===== src/rtl/prog_seq_pkg.sv =====
// Shared constants for the programmable sequence counter: mode encodings,
// the mode type and the default table geometry/contents.
package prog_seq_pkg;

  typedef logic [1:0] seq_mode_t;

  localparam seq_mode_t MODE_WRAP     = 2'b00;
  localparam seq_mode_t MODE_ONESHOT  = 2'b01;
  localparam seq_mode_t MODE_PINGPONG = 2'b10;
  localparam seq_mode_t MODE_RSVD     = 2'b11;  // behaves as wrap

  localparam int WIDTH_DEF = 4;
  localparam int DEPTH_DEF = 8;

  // Entry 0 sits in the least significant nibble.
  localparam logic [WIDTH_DEF*DEPTH_DEF-1:0] DEFAULT_SEQ_DEF =
    {4'd15, 4'd12, 4'd11, 4'd9, 4'd5, 4'd3, 4'd2, 4'd1};

endpackage


===== src/rtl/seq_table.sv =====
// DEPTH x WIDTH register file holding the count sequence. Reset reloads the
// default contents; one synchronous write port, one combinational read port.
module seq_table #(
  parameter int WIDTH = 4,
  parameter int DEPTH = 8,
  parameter logic [WIDTH*DEPTH-1:0] INIT = '0,
  localparam int IDXW = $clog2(DEPTH)
) (
  input  logic             clk,
  input  logic             rst_n,
  input  logic             wr_en,
  input  logic [IDXW-1:0]  wr_addr,
  input  logic [WIDTH-1:0] wr_data,
  input  logic [IDXW-1:0]  rd_addr,
  output logic [WIDTH-1:0] rd_data
);

  logic [WIDTH-1:0] mem_q [DEPTH];

  // Table storage: reset to the default sequence, written on wr_en.
  always_ff @(posedge clk or negedge rst_n) begin
    if (!rst_n) begin
      for (int i = 0; i < DEPTH; i++) begin
        mem_q[i] <= INIT[i*WIDTH +: WIDTH];
      end
    end else if (wr_en && (int'(wr_addr) < DEPTH)) begin
      mem_q[wr_addr] <= wr_data;
    end
  end

  // Read port returns pre-write contents; the top handles write-through.
  assign rd_data = mem_q[rd_addr];

endmodule


===== src/rtl/prog_seq_counter.sv =====
// Table-driven sequence counter. Steps an index through a writable table in
// wrap, one-shot or ping-pong mode and registers the selected entry onto q.
// tc pulses on the step that lands on an end of the sequence (and on the step
// that finishes a one-shot run). The table read is write-through so q always
// equals the post-write contents of the entry being loaded.
module prog_seq_counter
  import prog_seq_pkg::*;
#(
  parameter int WIDTH = WIDTH_DEF,
  parameter int DEPTH = DEPTH_DEF,
  parameter logic [WIDTH*DEPTH-1:0] DEFAULT_SEQ = DEFAULT_SEQ_DEF,
  localparam int IDXW = $clog2(DEPTH)
) (
  input  logic             clk,
  input  logic             rst_n,
  input  logic             en,
  input  logic             restart,
  input  logic             dir,
  input  logic [1:0]       mode,
  input  logic [IDXW-1:0]  last_idx,
  input  logic             wr_en,
  input  logic [IDXW-1:0]  wr_addr,
  input  logic [WIDTH-1:0] wr_data,
  output logic [WIDTH-1:0] q,
  output logic [IDXW-1:0]  idx,
  output logic             tc,
  output logic             done
);

  localparam logic [IDXW-1:0] ZERO_IDX = '0;
  localparam logic [IDXW-1:0] ONE_IDX  = IDXW'(1);
  localparam logic [IDXW-1:0] LAST_MAX = IDXW'(DEPTH - 1);

  seq_mode_t        mode_s;
  logic [IDXW-1:0]  li;
  logic [IDXW-1:0]  idx_q, idx_d;
  logic [WIDTH-1:0] q_q, q_d;
  logic             tc_q, tc_d;
  logic             done_q, done_d;
  logic             pp_up_q, pp_up_d;
  logic             go_up;
  logic [WIDTH-1:0] rd_data;

  assign mode_s = seq_mode_t'(mode);

  // Lengths beyond the table are clamped to the final entry.
  assign li = (int'(last_idx) > DEPTH - 1) ? LAST_MAX : last_idx;

  seq_table #(
    .WIDTH (WIDTH),
    .DEPTH (DEPTH),
    .INIT  (DEFAULT_SEQ)
  ) u_table (
    .clk     (clk),
    .rst_n   (rst_n),
    .wr_en   (wr_en),
    .wr_addr (wr_addr),
    .wr_data (wr_data),
    .rd_addr (idx_d),
    .rd_data (rd_data)
  );

  // Next index, direction, done and terminal-count decisions.
  always_comb begin
    idx_d   = idx_q;
    done_d  = done_q;
    pp_up_d = pp_up_q;
    tc_d    = 1'b0;
    go_up   = 1'b0;
    if (restart) begin
      idx_d   = ZERO_IDX;
      done_d  = 1'b0;
      pp_up_d = 1'b1;
    end else if (en && !done_q) begin
      case (mode_s)
        MODE_ONESHOT: begin
          if (dir) begin
            if (idx_q >= li) begin
              done_d = 1'b1;
              tc_d   = 1'b1;
            end else begin
              idx_d = idx_q + ONE_IDX;
              tc_d  = (idx_d == li);
            end
          end else begin
            if (idx_q == ZERO_IDX) begin
              done_d = 1'b1;
              tc_d   = 1'b1;
            end else begin
              idx_d = idx_q - ONE_IDX;
              tc_d  = (idx_d == ZERO_IDX);
            end
          end
        end
        MODE_PINGPONG: begin
          if (li == ZERO_IDX || idx_q > li) begin
            // Single-entry sequence holds; an index beyond the end restarts.
            idx_d   = ZERO_IDX;
            pp_up_d = 1'b1;
            tc_d    = 1'b1;
          end else begin
            // Turn around at either end even if pp_up is stale from another mode.
            go_up   = pp_up_q ? (idx_q != li) : (idx_q == ZERO_IDX);
            idx_d   = go_up ? (idx_q + ONE_IDX) : (idx_q - ONE_IDX);
            pp_up_d = go_up;
            if (idx_d == li)       pp_up_d = 1'b0;
            if (idx_d == ZERO_IDX) pp_up_d = 1'b1;
            tc_d    = (idx_d == li) || (idx_d == ZERO_IDX);
          end
        end
        default: begin
          if (dir) begin
            idx_d = (idx_q >= li) ? ZERO_IDX : (idx_q + ONE_IDX);
            tc_d  = (idx_d == li);
          end else begin
            idx_d = (idx_q == ZERO_IDX || idx_q > li) ? li : (idx_q - ONE_IDX);
            tc_d  = (idx_d == ZERO_IDX);
          end
        end
      endcase
    end
  end

  // q follows the entry being loaded, taking wr_data when that entry is written now.
  always_comb begin
    q_d = rd_data;
    if (wr_en && (wr_addr == idx_d)) q_d = wr_data;
  end

  // Counter state registers.
  always_ff @(posedge clk or negedge rst_n) begin
    if (!rst_n) begin
      idx_q   <= ZERO_IDX;
      q_q     <= DEFAULT_SEQ[WIDTH-1:0];
      tc_q    <= 1'b0;
      done_q  <= 1'b0;
      pp_up_q <= 1'b1;
    end else begin
      idx_q   <= idx_d;
      q_q     <= q_d;
      tc_q    <= tc_d;
      done_q  <= done_d;
      pp_up_q <= pp_up_d;
    end
  end

  assign q    = q_q;
  assign idx  = idx_q;
  assign tc   = tc_q;
  assign done = done_q;

endmodule

===== config.mk =====
export PLATFORM = sky130hd
export DESIGN_NAME = prog_seq_counter
export DESIGN_NICKNAME = d
export VERILOG_FILES = /design/src/rtl/prog_seq_pkg.sv /design/src/rtl/seq_table.sv /design/src/rtl/prog_seq_counter.sv
export SDC_FILE = /design/constraint.sdc
export NUM_CORES = 1
export LEC_CHECK = 0
export CAP_MARGIN = 0
export CORE_ASPECT_RATIO = 1.4
export CORE_MARGIN = 3
export CORE_UTILIZATION = 25
export DETAILED_ROUTE_END_ITERATION = 10
export PLACE_DENSITY = 0.41
export SYNTH_ARGS = -nofsm -noshare
export SYNTH_HDL_FRONTEND = slang
export SYNTH_SLANG_ARGS = --single-unit

===== constraint.sdc =====
create_clock -name clk -period 5.1 [get_ports clk]
set_clock_uncertainty 0.05 [all_clocks]
set_input_delay 1.53 -clock clk [delete_from_list [all_inputs] [get_ports clk]]
set_output_delay 1.53 -clock clk [all_outputs]
set_load 0.005 [all_outputs]

==> impl_metrics.xml <==
<?xml version="1.0" encoding="UTF-8"?>
<metrics>
  <group name="grt">
    <metric name="routing_usage_on_met3" unit="%">2.25</metric>
    <metric name="grt_use_met1" unit="%">13.5</metric>
    <metric name="overflow" unit="">0</metric>
    <metric name="grt_pass1_vias" unit="">2099</metric>
    <metric name="grt_use_met2" unit="%">22.4</metric>
    <metric name="grt_max_degree" unit="">43</metric>
    <metric name="antenna_found_initial" unit="">0</metric>
    <metric name="grt_first_pass_wirelength" unit="mm">11.3</metric>
    <metric name="grtUsageTotal" unit="%">12.2</metric>
    <metric name="globalRoute.busiestLayer" unit="">met2</metric>
  </group>
  <group name="setup_path">
    <metric name="arrival" unit="ns">4.82</metric>
    <metric name="required_time_of_the_critical_path" unit="ns">5.22</metric>
    <metric name="setup.reg_to_reg.worst_slack" unit="ns">1.35</metric>
    <metric name="critical_path_buf_inv_count" unit="">3</metric>
    <metric name="worstSetupEndpointType" unit="">register</metric>
    <metric name="critical_path.reg2reg.startpoint" unit="">idx[0]$_DFF_PN0_</metric>
    <metric name="worst_setup_endpoint" unit="">q[1]$_DFF_PN0_</metric>
    <metric name="cp-start-kind" unit="">primary input</metric>
    <metric name="path_delay_family" unit="">compound AO/OA/AOI/OAI gates</metric>
    <metric name="critical_path.cell_chain" unit="">clkdlybuf4s50_1 &gt; inv_1 &gt; ha_1 &gt; a21oi_1 &gt; a21oi_2 &gt; buf_4 &gt; nor2_1 &gt; a311o_1 &gt; a31o_1 &gt; mux2i_1 &gt; mux2i_1 &gt; mux2_2 &gt; mux2_2</metric>
    <metric name="reg2reg_depth" unit="">12</metric>
    <metric name="criticalPathCategory" unit="">primary input to register</metric>
    <metric name="worstReg2RegEnd" unit="">q[1]$_DFF_PN0_</metric>
    <metric name="critical-path-max-stage-delay" unit="ns">0.52</metric>
    <metric name="timing.critical_path.fanout_max" unit="">10</metric>
    <metric name="worst_path_max_delay_cell" unit="">sky130_fd_sc_hd__a31o_1</metric>
    <metric name="setup.worst_path.start" unit="">last_idx[2]</metric>
    <metric name="crit_cells" unit="">13</metric>
  </group>
  <group name="logic_synthesis">
    <metric name="synth_flop_cell" unit="">sky130_fd_sc_hd__dfrtp_1</metric>
    <metric name="synth-simple-area-share" unit="%">11.4</metric>
    <metric name="synth.ff_latch_count" unit="">42</metric>
    <metric name="compound_gate_portion_of_the_synthesized_area" unit="%">10.6</metric>
    <metric name="synth.top_cells.by_area" unit="">sky130_fd_sc_hd__dfrtp_1 (21%), sky130_fd_sc_hd__dfstp_2 (18%), sky130_fd_sc_hd__mux2_2 (16%)</metric>
    <metric name="syn_inst" unit="">255</metric>
    <metric name="multiplexer_area_fraction_after_synthesis" unit="%">27.1</metric>
    <metric name="combinational_family_with_the_most_area_after_synthesis" unit="">multiplexers</metric>
    <metric name="yosysTopAreaCell" unit="">sky130_fd_sc_hd__dfrtp_1</metric>
    <metric name="synth-edff-count" unit="">0</metric>
    <metric name="post_synthesis_async_set_or_reset_flop_share" unit="%">100</metric>
    <metric name="post_synth.cell_area_avg" unit="µm²">10.7</metric>
    <metric name="synthAdderAreaFrac" unit="%">4.57</metric>
    <metric name="synth_top_area_share" unit="%">21.0</metric>
    <metric name="synth_most_common_cell" unit="">sky130_fd_sc_hd__mux2_2</metric>
    <metric name="syn-cell-area" unit="µm²">2740</metric>
    <metric name="synthesis.nets" unit="">283</metric>
    <metric name="syn_warnings" unit="">0</metric>
    <metric name="ys_types" unit="">48</metric>
    <metric name="synthesized_area_fraction_occupied_by_xor_and_xnor_cells" unit="%">2.88</metric>
    <metric name="yosysSeqAreaShare" unit="%">39.3</metric>
    <metric name="ys_top_cells_by_count" unit="">sky130_fd_sc_hd__mux2_2 (40), sky130_fd_sc_hd__mux2i_1 (29), sky130_fd_sc_hd__dfrtp_1 (23), sky130_fd_sc_hd__dfstp_2 (19), sky130_fd_sc_hd__nand2_1 (13)</metric>
  </group>
  <group name="placed_design">
    <metric name="dp_slack" unit="ns">0.135</metric>
    <metric name="port_buffers" unit="">26</metric>
    <metric name="gpl.final_weighted_congestion" unit="">0.840</metric>
    <metric name="detailed_place_hpwl" unit="mm">5.47</metric>
  </group>
  <group name="sta">
    <metric name="setup_tns" unit="ns">0</metric>
    <metric name="timing.final.hold_violations" unit="">0</metric>
    <metric name="tightestPinTransition" unit="ns">0.954</metric>
    <metric name="fin_crit_sh" unit="%">92.2</metric>
    <metric name="setup_slack" unit="ns">0.398</metric>
    <metric name="slew-limit-headroom" unit="%">36.4</metric>
    <metric name="final-setup-viol-count" unit="">0</metric>
    <metric name="layout_min_cycle_time" unit="ns">4.70</metric>
    <metric name="slew_viol_final" unit="">0</metric>
    <metric name="max_clock_freq" unit="GHz">0.213</metric>
    <metric name="setup_repair_after_global_routing_missed_its_margin" unit="">false</metric>
  </group>
  <group name="die">
    <metric name="core.rowCount" unit="">44</metric>
    <metric name="placeableCoreArea" unit="µm²">10500</metric>
    <metric name="floorplan.die.height" unit="µm">130</metric>
    <metric name="die-area" unit="µm²">12300</metric>
    <metric name="io_pins" unit="">27</metric>
    <metric name="die-width" unit="µm">94.4</metric>
    <metric name="start_util" unit="%">26.0</metric>
  </group>
  <group name="pwr">
    <metric name="total_switching_power" unit="µW">371</metric>
    <metric name="power-per-cell-area" unit="nW/µm²">365</metric>
    <metric name="pwr-share-comb" unit="%">34.7</metric>
    <metric name="share_seq_of_total_power" unit="%">38.8</metric>
    <metric name="vdd.ir_drop.worst" unit="µV">238</metric>
    <metric name="leakagePower" unit="µW">0.00135</metric>
    <metric name="power_switching_share" unit="%">30.6</metric>
    <metric name="internal-power" unit="µW">842</metric>
    <metric name="power.clock.fraction" unit="%">26.5</metric>
  </group>
  <group name="cts">
    <metric name="postCtsResizedCells" unit="">0</metric>
    <metric name="clockRootBuffer" unit="">sky130_fd_sc_hd__clkbuf_16</metric>
    <metric name="h-tree-depth" unit="">2</metric>
    <metric name="worst_skew_pair.late_latency" unit="ns">0.29</metric>
    <metric name="tritoncts.num_buffers" unit="">5</metric>
    <metric name="cts_post_setup_buffers_inserted" unit="">0</metric>
    <metric name="cts.reportedPaths.clkPinSlew" unit="ns">0.06</metric>
    <metric name="number_of_buffers_inserted_for_hold_repair_after_clock_tree_synthesis" unit="">0</metric>
    <metric name="clkSinkCount" unit="">42</metric>
    <metric name="tritoncts_clock_tree" unit="">built</metric>
    <metric name="max-clock-path-buffers" unit="">2</metric>
  </group>
  <group name="drt">
    <metric name="detailroute.via_count" unit="">2078</metric>
    <metric name="first_pass_iters" unit="">4</metric>
    <metric name="avgViaCountPerCell" unit="">4.88</metric>
    <metric name="antenna_left" unit="">0</metric>
    <metric name="drt_drc_violations_left" unit="">0</metric>
    <metric name="wl" unit="mm">7.20</metric>
    <metric name="drt_iter0_drc" unit="">59</metric>
    <metric name="drt-wirelength-per-cell" unit="µm">16.9</metric>
  </group>
  <group name="final_layout">
    <metric name="syn_to_final_growth" unit="%">21.3</metric>
    <metric name="design.final.nets" unit="">315</metric>
    <metric name="post_route_cells_drive_above_1_share" unit="%">28.8</metric>
    <metric name="antennaDiodeCount" unit="">0</metric>
  </group>
  <group name="outcome">
    <metric name="run_status" unit="">finished, final reports clean</metric>
  </group>
  <group name="worst_hold_path">
    <metric name="worstHoldPathCells" unit="">1</metric>
    <metric name="hp-class" unit="">register to register</metric>
  </group>
  <group name="job">
    <metric name="drv.max_cap_violation_count" unit="">0</metric>
  </group>
</metrics>
metrics by stage:
stage | instance area (µm²) | cells | hold slack [ns] | util [%] | total power, µW
6_report | 3320 | 426 | 0.455 | 31.6 | 1210
5_1_grt | 3320 | 426 | 0.463 | 31.6 | 1290
4_1_cts | 3320 | 426 | 0.457 | 31.6 | 1230
3_5_place_dp | 3170 | 418 | 0.445 | 30.2 | 901
3_3_place_gp | 3170 | 418 | 0.442 | 30.2 | 902
2_1_floorplan | 2740 | 255 | 0.429 | - | 756
routing by layer:
metal / part of all wire [%] / vias to the layer above / wire length, µm
met1: 40 / 1009 / 2900
met4: 2.3 / 0 / 168
met3: 4.2 / 10 / 301
met5: 0 / - / 0
li1: - / 998 / -
met2: 53 / 61 / 3820
area by class of cell:
class,count,area (µm²)
Fill cell,1066,7200
Multi-Input combinational cell,190,1550
Sequential cell,42,1070
Timing Repair Buffer,37,338
Tap cell,138,173
Clock buffer,7,143
Inverter,11,41.3
Clock inverter,1,5.00
power groups by stage:
stage	Combinational (µW)	Clock, µW	Sequential, µW
floorplan	292	0	464
global placement	423	0	479
detailed placement	425	0	477
CTS	427	333	471
global route	463	345	479
finish	421	322	470
state kept, by name (all words and copies together), names as in the netlist:
| register | cells |
|---|---|
| done | 1 |
| u_table.mem_q | 32 |
| pp_up_q | 1 |
| q | 4 |
| idx | 3 |
| tc | 1 |
placed cells by master (no fill, tap or decap), types with 3 or more instances in the layout:
cell / instances
sky130_fd_sc_hd__mux2_2: 40
sky130_fd_sc_hd__mux2i_1: 29
sky130_fd_sc_hd__clkdlybuf4s50_1: 25
sky130_fd_sc_hd__dfrtp_1: 23
sky130_fd_sc_hd__dfstp_2: 19
sky130_fd_sc_hd__nand2_1: 13
sky130_fd_sc_hd__nor2_1: 12
sky130_fd_sc_hd__o21ai_0: 11
sky130_fd_sc_hd__buf_4: 11
sky130_fd_sc_hd__inv_1: 10
sky130_fd_sc_hd__ha_1: 10
sky130_fd_sc_hd__nor3_1: 9
sky130_fd_sc_hd__a21oi_1: 8
sky130_fd_sc_hd__xnor2_1: 7
sky130_fd_sc_hd__nand4_1: 5
sky130_fd_sc_hd__clkbuf_16: 5
sky130_fd_sc_hd__a21o_1: 3
sky130_fd_sc_hd__or3_1: 3
sky130_fd_sc_hd__nand3_1: 3
worst min path at each step:
| stage | end | startpoint | slack [ns] |
|---|---|---|---|
| floorplan | u_table.mem_q[10]$_DFFE_PN0P_ | u_table.mem_q[10]$_DFFE_PN0P_ | 0.43 |
| global placement | u_table.mem_q[5]$_DFFE_PN0P_ | u_table.mem_q[5]$_DFFE_PN0P_ | 0.44 |
| detailed placement | u_table.mem_q[10]$_DFFE_PN0P_ | u_table.mem_q[10]$_DFFE_PN0P_ | 0.44 |
| CTS | u_table.mem_q[10]$_DFFE_PN0P_ | u_table.mem_q[10]$_DFFE_PN0P_ | 0.46 |
| global route | u_table.mem_q[30]$_DFFE_PN0P_ | u_table.mem_q[30]$_DFFE_PN0P_ | 0.46 |
| finish | u_table.mem_q[10]$_DFFE_PN0P_ | u_table.mem_q[10]$_DFFE_PN0P_ | 0.45 |
cells by family (layout without fill, tap and decap cells):
logic type / count (synthesis) / count (layout)
mux: 69 / 69
simple gates: 59 / 59
compound gates: 43 / 43
flops: 42 / 42
buf+inv: 23 / 56
fa+ha+maj: 10 / 10
xor+xnor: 9 / 9
(Power assumes the default switching activity.)
